<file path="src/rtl/memory_reader.sv">
// memory_reader: streams a burst of words from a synchronous-read memory
// to a valid/ready sink. One word every three cycles (REQ, WAIT, OUT).
// All outputs are registered and are derived from the next state.
module memory_reader #(
  parameter int DATA_W = 35,
  parameter int ADDR_W = 4
) (
  input  logic              clk,
  input  logic              arst,
  input  logic              start,
  input  logic [ADDR_W-1:0] base_addr,
  input  logic [ADDR_W:0]   count,
  input  logic              abort,
  output logic              mem_rden,
  output logic [ADDR_W-1:0] mem_addr,
  input  logic [DATA_W-1:0] mem_rdata,
  output logic [DATA_W-1:0] out_data,
  output logic              out_valid,
  input  logic              out_ready,
  output logic              busy,
  output logic              done
);

  typedef enum logic [2:0] {
    S_IDLE,
    S_REQ,
    S_WAIT,
    S_OUT,
    S_DONE
  } state_t;

  state_t              state_q, state_d;
  logic [ADDR_W-1:0]   ptr_q, ptr_d;
  logic [ADDR_W:0]     rem_q, rem_d;
  logic [DATA_W-1:0]   data_q, data_d;
  logic [ADDR_W-1:0]   addr_q, addr_d;
  logic                rden_q, rden_d;
  logic                valid_q, valid_d;
  logic                busy_q, busy_d;
  logic                done_q, done_d;

  // Next-state, datapath and registered-output computation.
  always_comb begin
    state_d = state_q;
    ptr_d   = ptr_q;
    rem_d   = rem_q;
    data_d  = data_q;
    if (abort && (state_q != S_IDLE)) begin
      state_d = S_IDLE;
    end else begin
      case (state_q)
        S_IDLE: begin
          // abort together with start in IDLE suppresses the start
          if (start && !abort) begin
            if (count != '0) begin
              ptr_d   = base_addr;
              rem_d   = count;
              state_d = S_REQ;
            end else begin
              state_d = S_DONE;
            end
          end
        end
        S_REQ:  state_d = S_WAIT;
        S_WAIT: begin
          data_d  = mem_rdata;
          ptr_d   = ptr_q + ADDR_W'(1);
          rem_d   = rem_q - (ADDR_W+1)'(1);
          state_d = S_OUT;
        end
        S_OUT: begin
          if (out_ready) begin
            state_d = (rem_q != '0) ? S_REQ : S_DONE;
          end
        end
        S_DONE:  state_d = S_IDLE;
        default: state_d = S_IDLE;
      endcase
    end
    // Outputs follow the state being entered so they are glitch-free flops.
    rden_d  = (state_d == S_REQ);
    addr_d  = (state_d == S_REQ) ? ptr_d : addr_q;
    valid_d = (state_d == S_OUT);
    busy_d  = (state_d != S_IDLE);
    done_d  = (state_d == S_DONE);
  end

  // State and output registers with asynchronous active-high reset.
  always_ff @(posedge clk or posedge arst) begin
    if (arst) begin
      state_q <= S_IDLE;
      ptr_q   <= '0;
      rem_q   <= '0;
      data_q  <= '0;
      addr_q  <= '0;
      rden_q  <= 1'b0;
      valid_q <= 1'b0;
      busy_q  <= 1'b0;
      done_q  <= 1'b0;
    end else begin
      state_q <= state_d;
      ptr_q   <= ptr_d;
      rem_q   <= rem_d;
      data_q  <= data_d;
      addr_q  <= addr_d;
      rden_q  <= rden_d;
      valid_q <= valid_d;
      busy_q  <= busy_d;
      done_q  <= done_d;
    end
  end

  assign mem_rden  = rden_q;
  assign mem_addr  = addr_q;
  assign out_data  = data_q;
  assign out_valid = valid_q;
  assign busy      = busy_q;
  assign done      = done_q;

endmodule

</file>
<file path="config.mk">
export PLATFORM = sky130hd
export DESIGN_NAME = memory_reader
export DESIGN_NICKNAME = d
export VERILOG_FILES = /design/src/rtl/memory_reader.sv
export SDC_FILE = /design/constraint.sdc
export NUM_CORES = 1
export LEC_CHECK = 0
export ABC_AREA = 1
export BUFFER_PORTS_ARGS = -buffer_cell sky130_fd_sc_hd__buf_2
export CAP_MARGIN = 30
export CORE_ASPECT_RATIO = 0.7
export CORE_MARGIN = 1
export CORE_UTILIZATION = 45
export CTS_CLUSTER_DIAMETER = 30
export CTS_CLUSTER_SIZE = 14
export DETAILED_ROUTE_END_ITERATION = 12
export GPL_TIMING_DRIVEN = 0
export MAX_ROUTING_LAYER = met4
export PLACE_DENSITY = 0.86
export SLEW_MARGIN = 10
export SYNTH_ARGS = -nofsm -noshare
export SYNTH_HDL_FRONTEND = slang
export SYNTH_SLANG_ARGS = --single-unit
</file>
<file path="constraint.sdc">
create_clock -name clk -period 1.4 [get_ports clk]
set_input_delay 0.07 -clock clk [delete_from_list [all_inputs] [get_ports clk]]
set_output_delay 0.07 -clock clk [all_outputs]
set_load 0.02 [all_outputs]
</file>
-- Yosys cells after proc, flatten, opt, wreduce, memory -nomap -nowiden
Index checks and enable logic that the tools add are counted.
- logic and storage cells: 44
- register bits: 55
- output and inout bits: 43
- equal/unequal tests: 8
- add/sub/neg operators: 2
- reduce and logical (&&, ||, !) cells: 11
- bitwise logic cells: 1
- muxes and demuxes: 13
- operators by type and width (cell ; number):
    3-bit 2-to-1 mux ; 5
    4-bit 2-to-1 mux ; 3
    3-bit case mux with 4 select lines ; 1
    5-bit 2-to-1 mux ; 2
    5-bit case mux with 2 select lines ; 1
    5-bit nonzero test ; 2
    3-bit by 2-bit equality test with 1-bit output, second input constant ; 3
    4-bit case mux with 2 select lines ; 1
    3-bit by 1-bit equality test with 1-bit output, second input constant ; 2
    3-bit nonzero test ; 2
    5-bit by 1-bit subtractor with 5-bit output, second input constant ; 1
    4-bit by 1-bit adder with 4-bit output, second input constant ; 1
    2-bit inequality test, second input constant ; 2
    4-bit AND reduction ; 1
    3-bit equality test, second input constant ; 1
    3-bit logical NOT ; 1
    1-bit logical AND ; 2
    2-bit AND reduction ; 1
    2-bit nonzero test ; 1
    1-bit logical NOT ; 1
    1-bit NOT ; 1

-- Depth between registers and ports, before layout
Gate-level depths: netlist (run 1).
- depth in word-level cells: 6
- mapped depth: 11
- depth with buffers taken out: 11

-- Least setup slack after synthesis (run 1)
OpenSTA, ideal clock, no wires.
- kind: register -> register
- start: register state_q[2]
- end: register data_q[0] (netlist: out_data[0])
- data arrival time: 1.265 ns
- setup time: 0.125 ns
- stages on the path, launching flop included: 7
- setup slack: 0.009 ns
- required time: 1.275 ns
- path buffers: 1
- path through: dfrtp_1 > nor2_4 > nand2_4 > inv_6 > nand2_4 > buf_6 > mux2_4
- longest elaborated chain between the ends: 4
- elaborated cells between the ends (all ways): 5
- classes of those cells: eq/ne: 1; bitwise: 1; reduce/logical: 3
- ends and longest elaborated chain (what ; line ; RTL):
    start, declared ; 32 ; state_t state_q, state_d;
    start signal, assigned ; 101 ; state_q <= state_d;
    3-bit nonzero test ; 48 ; if (abort && (state_q != S_IDLE)) begin
    1-bit logical AND ; 48 ;
    1-bit NOT (no source line) ; - ;
    2-bit AND reduction (no source line) (*) ; - ;
    end signal, assigned ; 104 ; data_q <= data_d;
    end, declared ; 35 ; logic [DATA_W-1:0] data_q, data_d;
Every way passes the cells marked *; elsewhere a longest branch is shown, timed or not.
A chain may end at the register's enable or synchronous reset.

-- Worst setup path after layout (run 1)
- start: register state_q[0]
- end: register addr_q[0] (netlist: mem_addr[0])
- elaborated cells between the ends (all ways): 13
- classes of those cells: eq/ne: 4; mux: 6; reduce/logical: 3
- RTL lines (what ; line ; RTL):
    3-bit by 2-bit equality test with 1-bit output (tied with other cells) ; 51 ; case (state_q)
    4-bit case mux with 2 select lines / 1-bit logical AND (equally long branches) ; 51, 48 ;
    4-bit 2-to-1 mux (*) ; 48 ;
    net ptr_d[0] ; 33 ; logic [ADDR_W-1:0] ptr_q, ptr_d;
    end signal, assigned ; 105 ; addr_q <= addr_d;
    end, declared ; 36 ; logic [ADDR_W-1:0] addr_q, addr_d;
The timed path passes the listed nets; every way through them passes the cells marked *.

==> flow_summary.ini, run 1 <==
[placement]
hpwlAfterDp_mm = 4.15
portBuffers = 91
gp_congestion = 0.870

[yosys]
syn_area_sq_um = 2580
yosys_register_bits = 55
syn_nets = 272
yosys.area.top_type_share_pct = 53.3
synthArstFlopShare_pct = 100
synth_edf_count = 0
synthTopCellsByCount = dfrtp_1, nand2_1, mux2_4, inv_1
synth.distinct_cells = 28
synth_top_area_cell = dfrtp_1
synthFlopType = dfrtp_1
synth.most_common_cell = dfrtp_1
synthTopCellsByArea = dfrtp_1, mux2_4, nand2_1, inv_1, mux2_2
yosysWarnings = 0
yosysSeqAreaShare_pct = 53.3
syn_inst = 220
syn_area_per_cell_sq_um = 11.7

[global_route]
grt_pass1_vias = 2142
grt_max_degree = 35
grt_pass1_wl_mm = 9.92
met3_usage_pct = 4.51
grt_busiest_layer = met2
gr-usage-met2_pct = 38.0
grt-ovfl-total = 0
gr-usage-met1_pct = 26.9
antenna_found_initial = 0
grt_use_total_pct = 22.0

[power_and_ir_drop]
irDropWorstVdd_uv = 1320
power.internal_w = 0.00514
swShare_pct = 41.9
finalPower_w = 0.00885
p_clk_share_pct = 9.7
combPwrFrac_pct = 57.8
seqPwrFrac_pct = 32.5
p_sw_w = 0.00371
p_per_area_nw_per_um2 = 2230
leakage_nw = 2.12

[worst_setup_path]
end_kind = register
r2r_slack_ns = -0.09
r2r_start = state_q[0]$_DFF_PP0_
cp_slowest_cell = dfrtp_1
reg2reg_depth = 10
crit_path_max_incr_delay_ns = 0.43
regToRegEndpoint = mem_addr[0]$_DFFE_PP0N_
crit_type = reg -> reg
critPathArrivalTime_ns = 1.73
crit_chain = inv_2 -> nand3_4 -> inv_4 -> buf_12 -> nand2_1 -> o22ai_1 -> nand2_1 -> nand2_1 -> nand2_1 -> nand2_1
crit_family = simple AND/OR/NAND/NOR gates
crit_required_ns = 1.64
cp-start-kind = register
cp_common_cell = nand2_1
path_max_fanout = 3
crit_buf_inv = 3

[clock_network]
cts.sinks = 55
htree_levels = 2
root_buffer = clkbuf_8
clock_latency_ns = 0.30
clk_pin_slew_ns = 0.10
clockBufferDepth = 2
cts_tree = built
numCtsBuffers = 5

[run_status]
violations = negative setup slack
status = finished, violations left

[timing]
achievable-frequency_mhz = 672
post-route-period-util_pct = 106
period_needed_ns = 1.49
final-setup-viol-count = 39
relSlewSlack_pct = 67.0
drv_slew = 0
setup_slack_ns = -0.0884
rsz0062_at_grt = true
worst_slew_pin_slew_ns = 0.494
fin_worst_skew_ns = 0.00832
final.setup.tns_ns = -1.20
hold_viol = 0

[route]
drtIter0Drc = 72
drtAntennaViolNets = 0
routed_wl_mm = 7.11
drt-wirelength-per-cell_um = 15.8
drc_errors = 0
first_pass_iters = 4
vias = 2233
via_per_inst = 4.95

[layout]
drive_gt1_share_pct = 50.9
syn2layout_area_growth_pct = 53.3
nNetsFinal = 430
fillers = 381
fin_util_pct = 73.4
diodes = 0

[floorplanning]
coreArea_sq_um = 5400
rows = 22
die_w_um = 92.6
initial_core_util_pct = 47.9
io_pins = 92
fp.dieH_um = 65.4
die_area_sq_um = 6050

[flow_run]
drv_cap = 0

[min_path]
min_delay_path_depth = 2
min_to = out_data[30]$_DFFE_PP0P_
hold_path.class = in -> reg
worstHoldStart = mem_rdata[30]
-- state kept, by name, summed over array words and instances (netlist names) --
name	count
mem_addr	4
out_valid	1
mem_rden	1
state_q	3
busy	1
out_data	35
done	1
ptr_q	4
rem_q	5
-- cell families (layout without fill, tap and decap cells) --
kind of cell	after synthesis	after routing	share of synthesized area, %
adder cells (fa/ha/maj)	3	3	1.45
AND/OR/NAND/NOR	79	81	15.7
XOR/XNOR	1	1	0.339
flip-flops	55	55	53.3
buffers and inverters	29	186	5.28
multiplexers	35	35	19.6
AO/OA/AOI/OAI	18	18	4.31
-- final cells by class --
class / instances / area, sq um / area share [%]
inverters: 26 / 116 / 2.94
clock inverters: 2 / 12.5 / 0.316
well taps: 72 / 90.1 / 2.27
plain buffers: 3 / 60.1 / 1.52
multi-input cells: 138 / 1140 / 28.7
repair buffers: 149 / 1090 / 27.6
clock buffers: 6 / 72.6 / 1.83
flip-flops and latches: 55 / 1380 / 34.8
-- repair_timing --
action,CTS,global route
hold buffers,22,13
setup buffers,14,5
hold endpoints to repair,42,13
setup endpoints to repair,37,48
pin swaps,9,10
gates cloned,1,4
gates resized for setup,18,16
-- per-layer routing --
layer | part of all wire (%) | up-vias
met1 | 40 | 1098
li1 | - | 1039
met3 | 4.8 | 10
met2 | 54 | 86
met4 | 1.1 | 0
met5 | 0 | -
-- power groups by stage --
stage          Combinational, W  Sequential (W)  Clock, W
2_1_floorplan           0.00221         0.00356         0
6_report                0.00511         0.00288  0.000858
4_1_cts                 0.00460         0.00285  0.000871
5_1_grt                 0.00546         0.00296  0.000970
3_3_place_gp            0.00395         0.00282         0
3_5_place_dp            0.00408         0.00286         0
-- placed cells by master (no fill, tap or decap), types with 2 or more instances in the layout --
master / Yosys / final
clkbuf_8: 0 / 5
nand2_8: 0 / 2
nor2_4: 2 / 3
inv_2: 6 / 7
nand2_1: 42 / 39
nor2_1: 10 / 8
nand3_1: 10 / 9
a21oi_1: 3 / 2
buf_6: 3 / 6
nor2_2: 1 / 3
clkbuf_16: 0 / 2
a31oi_1: 2 / 2
buf_4: 0 / 11
o21ai_0: 6 / 3
ha_1: 3 / 3
nand2_2: 3 / 5
nand2_4: 4 / 4
buf_12: 0 / 6
dfrtp_1: 55 / 54
clkinvlp_4: 0 / 2
o31ai_1: 2 / 2
inv_1: 19 / 15
o21ai_1: 1 / 4
dlygate4sd3_1: 0 / 35
mux2_2: 5 / 5
mux2_4: 30 / 30
buf_2: 0 / 91
nand4_1: 5 / 5
-- worst max path at each step --
stage / start / slack, ns / endpoint / cells past startpoint
2_1_floorplan: state_q[2]$_DFF_PP0_ / 0.009 / out_data[0]$_DFFE_PP0P_ / 6
3_3_place_gp: state_q[2]$_DFF_PP0_ / -0.13 / out_data[13]$_DFFE_PP0P_ / 6
3_5_place_dp: state_q[2]$_DFF_PP0_ / -0.16 / out_data[10]$_DFFE_PP0P_ / 6
4_1_cts: state_q[0]$_DFF_PP0_ / -0.02 / mem_addr[0]$_DFFE_PP0N_ / 10
5_1_grt: state_q[0]$_DFF_PP0_ / -0.17 / mem_addr[0]$_DFFE_PP0N_ / 10
6_report: state_q[0]$_DFF_PP0_ / -0.09 / mem_addr[0]$_DFFE_PP0N_ / 10
-- metrics by stage --
stage	hold WS (ns)	setup slack [ns]	area (sq um)	std cells
after global placement	0.300	-0.131	3130	383
after floorplan	0.144	0.00945	2590	220
after detailed placement	0.124	-0.160	3150	384
after CTS	0.00223	-0.0219	3650	429
final	0.0343	-0.0884	3960	451
after global routing	0.0144	-0.168	3960	451
Note: power is estimated with default switching activity, not from simulation.
==> run 2, diff against run 1 <==
- GPL_ROUTABILITY_DRIVEN: not set -> 1
- clock period: 1.4 -> 1.3 ns (I/O delays scaled with it)
==> flow_summary.ini, run 2 (synthesis gave the netlist of run 1 again) <==
[run_status]
status = finished, violations left
violations = negative setup slack

[clock_network]
clockBufferDepth = 2
numCtsBuffers = 5
clock_latency_ns = 0.31
root_buffer = clkbuf_8
cts_tree = built
cts.sinks = 55
htree_levels = 2
clk_pin_slew_ns = 0.11

[layout]
largest_reg_flops = 35
mostFrequentLayoutCells = buf_2, dfrtp_1, nand2_1, dlygate4sd3_1, mux2_4
syn2layout_area_growth_pct = 56.2
diodes = 0
drive_gt1_share_pct = 54.9
nNetsFinal = 437
final_common_cell = buf_2
final-instance-count-excl-fill = 458
design_area_sq_um = 4040

[timing]
relSlewSlack_pct = 59.8
hold_viol = 0
setup_slack_ns = -0.174
final-setup-viol-count = 49
fin_worst_skew_ns = 0.0161
rsz0062_at_grt = true
post-route-period-util_pct = 113
period_needed_ns = 1.47
achievable-frequency_mhz = 679
drv_slew = 0
worst_slew_pin_slew_ns = 0.602

[power_and_ir_drop]
p_clk_share_pct = 10.3
p_sw_w = 0.00425
leakage_nw = 2.16
finalPower_w = 0.0100
swShare_pct = 42.5
power.internal_w = 0.00575
combPwrFrac_pct = 58.6
p_per_area_nw_per_um2 = 2480
seqPwrFrac_pct = 31.1
irDropWorstVdd_uv = 1380

[route]
via_per_inst = 5.04
first_pass_iters = 4
drtIter0Drc = 118
vias = 2310
drt-wirelength-per-cell_um = 16.1
routed_wl_mm = 7.38
drc_errors = 0
drtAntennaViolNets = 0

[worst_setup_path]
crit_type = reg -> reg
crit_buf_inv = 3
r2r_slack_ns = -0.17
regToRegEndpoint = mem_addr[0]$_DFFE_PP0N_
end_kind = register
reg2reg_depth = 10
cp.depth = 10
critPathArrivalTime_ns = 1.67
cp_slowest_cell = dfrtp_1
cp-start-kind = register
crit_path_max_incr_delay_ns = 0.42
r2r_start = state_q[0]$_DFF_PP0_
crit_chain = inv_2 -> nand3_4 -> inv_4 -> nand2_2 -> nand2_2 -> nand2_4 -> nor2_4 -> inv_2 -> nand2_1 -> nand2_1
path_max_fanout = 6
crit_required_ns = 1.50
crit_family = simple AND/OR/NAND/NOR gates

[placement]
placedCellCount = 384
gp_congestion = 0.855
portBuffers = 91
dp_slack_ns = -0.205
placed_area_sq_um = 3170
hpwlAfterDp_mm = 3.82

[min_path]
min_to = rem_q[3]$_DFFE_PP0P_
min_delay_path_depth = 3
hold_path.class = in -> reg
worstHoldStart = count[3]

[global_route]
grt_max_degree = 29
grt_pass1_vias = 2234
grt-ovfl-total = 0
grt_pass1_wl_mm = 10.4
grt_use_total_pct = 23.5
antenna_found_initial = 0

[floorplanning]
fp.dieH_um = 65.4
initial_core_util_pct = 47.9
die_area_sq_um = 6050
io_pins = 92
coreArea_sq_um = 5400
rows = 22
die_w_um = 92.6

[flow_run]
drv_cap = 0
[run 2: cell types whose count changed in the layout (fill, tap and decap cells not counted), sizes merged]
cell,delta
buf,+9
clkbuf,-2
clkinvlp,-1
dlygate4sd3,+1
inv,+1
nand2,-1
[run 2: layout make-up]
class	count	area, sq um
inverter	26	119
clock inverter	2	20.0
tap	72	90.1
timing repair buffer	157	1090
fill	363	1360
buffer	3	60.1
sequential	55	1380
clock buffer	6	82.6
multi-input combinational	137	1190
[run 2: through the flow]
step                      hold slack, ns  utilization (%)  TNS [ns]
after floorplan                    0.139                -     -2.11
after global placement             0.296             58.3     -5.81
after detailed placement           0.175             58.7     -7.36
after CTS                        0.00312             71.3     -2.80
after global routing              0.0235             74.8     -9.44
final                            0.00806             74.8     -6.20
[run 2: per-layer routing]
| layer | GRT usage, % | routed length, um |
|---|---|---|
| met1 | 29.3 | 2930 |
| met2 | 38.4 | 3730 |
| met3 | 5.09 | 553 |
| met4 | 8.01 | 167 |
| met5 | - | 0 |
[run 2: worst min-delay path, delay by kind of cell]
kind	cells	cell delay, ns
buffers and inverters	1	0.10
AO/OA/AOI/OAI	1	0.07
AND/OR/NAND/NOR	1	0.06
[run 2: power groups by stage]
stage	Combinational, W	Sequential (W)	Clock [W]
3_3_place_gp	0.00428	0.00305	0
2_1_floorplan	0.00242	0.00384	0
5_1_grt	0.00621	0.00320	0.00114
3_5_place_dp	0.00439	0.00307	0
4_1_cts	0.00506	0.00306	0.00105
6_report	0.00586	0.00311	0.00103
[run 2: what timing repair did]
action                                  CTS  global route
endpoints found under the setup margin   49            53
hold endpoints to repair                 61             1
setup buffers                            19             9
gates cloned                              1             1
pin swaps                                10            13
hold buffers                             35             1
gates resized for setup                  21            29
[run 2: worst max-delay path by stage]
stage                                     to            startpoint  slack [ns]
CTS                  mem_addr[2]$_DFFE_PP0N_  state_q[0]$_DFF_PP0_       -0.13
detailed placement   out_data[7]$_DFFE_PP0P_  state_q[2]$_DFF_PP0_       -0.21
global route         mem_addr[0]$_DFFE_PP0N_  state_q[0]$_DFF_PP0_       -0.26
finish               mem_addr[0]$_DFFE_PP0N_  state_q[0]$_DFF_PP0_       -0.17
floorplan           out_data[10]$_DFFE_PP0P_  state_q[2]$_DFF_PP0_       -0.07
global placement     out_data[8]$_DFFE_PP0P_  state_q[2]$_DFF_PP0_       -0.17
==> run 3, diff against run 2 <==
==> constraint.sdc (replaced) <==
create_clock -name clk -period 1.3 [get_ports clk]
set_input_delay 0.065 -clock clk [delete_from_list [all_inputs] [get_ports clk]]
set_output_delay 0.065 -clock clk [all_outputs]
set_load 0.05 [all_outputs]
==> flow_summary.ini, run 3 (synthesis gave the netlist of run 1 again) <==
[run_status]
status = finished, violations left
violations = negative setup slack

[route]
via_per_inst = 4.88
drtIter0Drc = 103
drtAntennaViolNets = 0
vias = 2199
drt-wirelength-per-cell_um = 15.2
drc_errors = 0
routed_wl_mm = 6.87
first_pass_iters = 4

[timing]
fin_worst_skew_ns = 0.00431
achievable-frequency_mhz = 670
worst_slew_pin_slew_ns = 0.595
relSlewSlack_pct = 60.3
rsz0062_at_grt = true
hold_viol = 0
period_needed_ns = 1.49
drv_slew = 0
final-setup-viol-count = 49
post-route-period-util_pct = 115
final.setup.tns_ns = -6.41
setup_slack_ns = -0.193
hold_slack_ns = 0.00766

[global_route]
grt_use_total_pct = 22.4
grt_max_degree = 29
antenna_found_initial = 0
grt-ovfl-total = 0
grt_pass1_vias = 2174
grt_pass1_wl_mm = 10.0

[floorplanning]
initial_core_util_pct = 47.9
coreArea_sq_um = 5400
die_area_sq_um = 6050
die_w_um = 92.6
io_pins = 92
fp.dieH_um = 65.4
rows = 22

[layout]
syn2layout_area_growth_pct = 54.3
diodes = 0
nNetsFinal = 430
largest_reg_flops = 35
fillers = 387
fin_util_pct = 73.9
final_common_cell = buf_2
final-instance-count-excl-fill = 451
drive_gt1_share_pct = 52.0
mostFrequentLayoutCells = buf_2, dfrtp_1, nand2_1, dlygate4sd3_1, mux2_4

[clock_network]
root_buffer = clkbuf_8
htree_levels = 2
numCtsBuffers = 5
clockBufferDepth = 2
cts_tree = built
cts.sinks = 55
clk_pin_slew_ns = 0.10
clock_latency_ns = 0.30

[placement]
portBuffers = 91
gp_congestion = 0.859
placedCellCount = 384
hpwlAfterDp_mm = 4.06

[worst_setup_path]
reg2reg_depth = 10
cp-start-kind = register
crit_type = reg -> reg
regToRegEndpoint = busy$_DFF_PP0_
end_kind = register
path_max_fanout = 4
critPathArrivalTime_ns = 1.69
r2r_slack_ns = -0.19
crit_end = busy$_DFF_PP0_
r2r_start = rem_q[0]$_DFFE_PP0P_
crit_required_ns = 1.50
cp-startpoint = rem_q[0]$_DFFE_PP0P_

[power_and_ir_drop]
p_per_area_nw_per_um2 = 2770
leakage_nw = 2.11
irDropWorstVdd_uv = 1490

[flow_run]
drv_cap = 0

[min_path]
hold_path.class = in -> reg
==> run 3: cell types whose count changed in the layout (fill, tap and decap cells not counted), moves of 3 or more <==
| cell | delta |
|---|---|
| nor2_1 | +5 |
| mux2_2 | +4 |
| o21ai_0 | +3 |
| nand2_8 | +3 |
| buf_6 | +5 |
| nand2_4 | -4 |
| mux2_4 | -4 |
| buf_4 | -13 |
| nor2_2 | -5 |
==> run 3: metrics by stage <==
step / total power (W) / worst slack, ns / area, sq um
finish: 0.0110 / -0.193 / 3990
global placement: 0.00886 / -0.174 / 3150
floorplan: 0.00776 / -0.0699 / 2600
detailed placement: 0.00901 / -0.199 / 3170
global route: 0.0116 / -0.303 / 3990
CTS: 0.0104 / -0.120 / 3730
==> run 3: layout make-up <==
cell class                 count  area, sq um  area share, %
timing repair buffer         149         1070           26.9
buffer                         3         60.1           1.51
inverter                      26          116           2.92
clock inverter                 2         12.5          0.314
tap                           72         90.1           2.26
multi-input combinational    138         1180           29.7
sequential                    55         1380           34.6
clock buffer                   6         72.6           1.82
==> run 3: how the worst min path moves through the flow <==
stage	startpoint	end	slack, ns	cells after the start
2_1_floorplan	arst	busy$_DFF_PP0_	0.14	1
3_3_place_gp	mem_rdata[13]	out_data[13]$_DFFE_PP0P_	0.29	2
3_5_place_dp	arst	out_data[28]$_DFFE_PP0P_	0.17	2
4_1_cts	mem_rdata[1]	out_data[1]$_DFFE_PP0P_	0.0001	2
5_1_grt	mem_rdata[3]	out_data[3]$_DFFE_PP0P_	0.003	2
6_report	mem_rdata[3]	out_data[3]$_DFFE_PP0P_	0.008	2
==> run 3: metal layers <==
| metal | global-route usage, % | part of all wire [%] | vias to the layer above | wire length, um |
|---|---|---|---|---|
| li1 | - | - | 1044 | - |
| met3 | 3.13 | 4.8 | 9 | 333 |
| met1 | 27.5 | 42 | 1060 | 2900 |
| met4 | 5.86 | 1.3 | 0 | 92 |
| met5 | - | 0 | - | 0 |
| met2 | 39.4 | 52 | 86 | 3550 |
==> run 3: power breakdown <==
group	switching (W)	internal, W	total [W]
logic	0.00448	0.00257	0.00705
registers	0.000525	0.00255	0.00308
clock network	0.000539	0.000378	0.000917
==> run 3: worst max-delay path: stages, from the launching register on <==
cell and delay [ns]:
dfrtp_1 0.41, inv_2 0.12, ha_4 0.14, nand4_1 0.15
nand2_1 0.11, nand2_1 0.07, nand2_2 0.10, buf_4 0.12
inv_1 0.04, nor2_1 0.08, nand2_1 0.06
==> run 3: repair_timing <==
action	CTS	global route
gates cloned	1	4
setup endpoints to repair	45	54
gates resized for setup	15	22
pin swaps	6	10
setup buffers	13	6
hold endpoints to repair	57	4
hold buffers	31	4
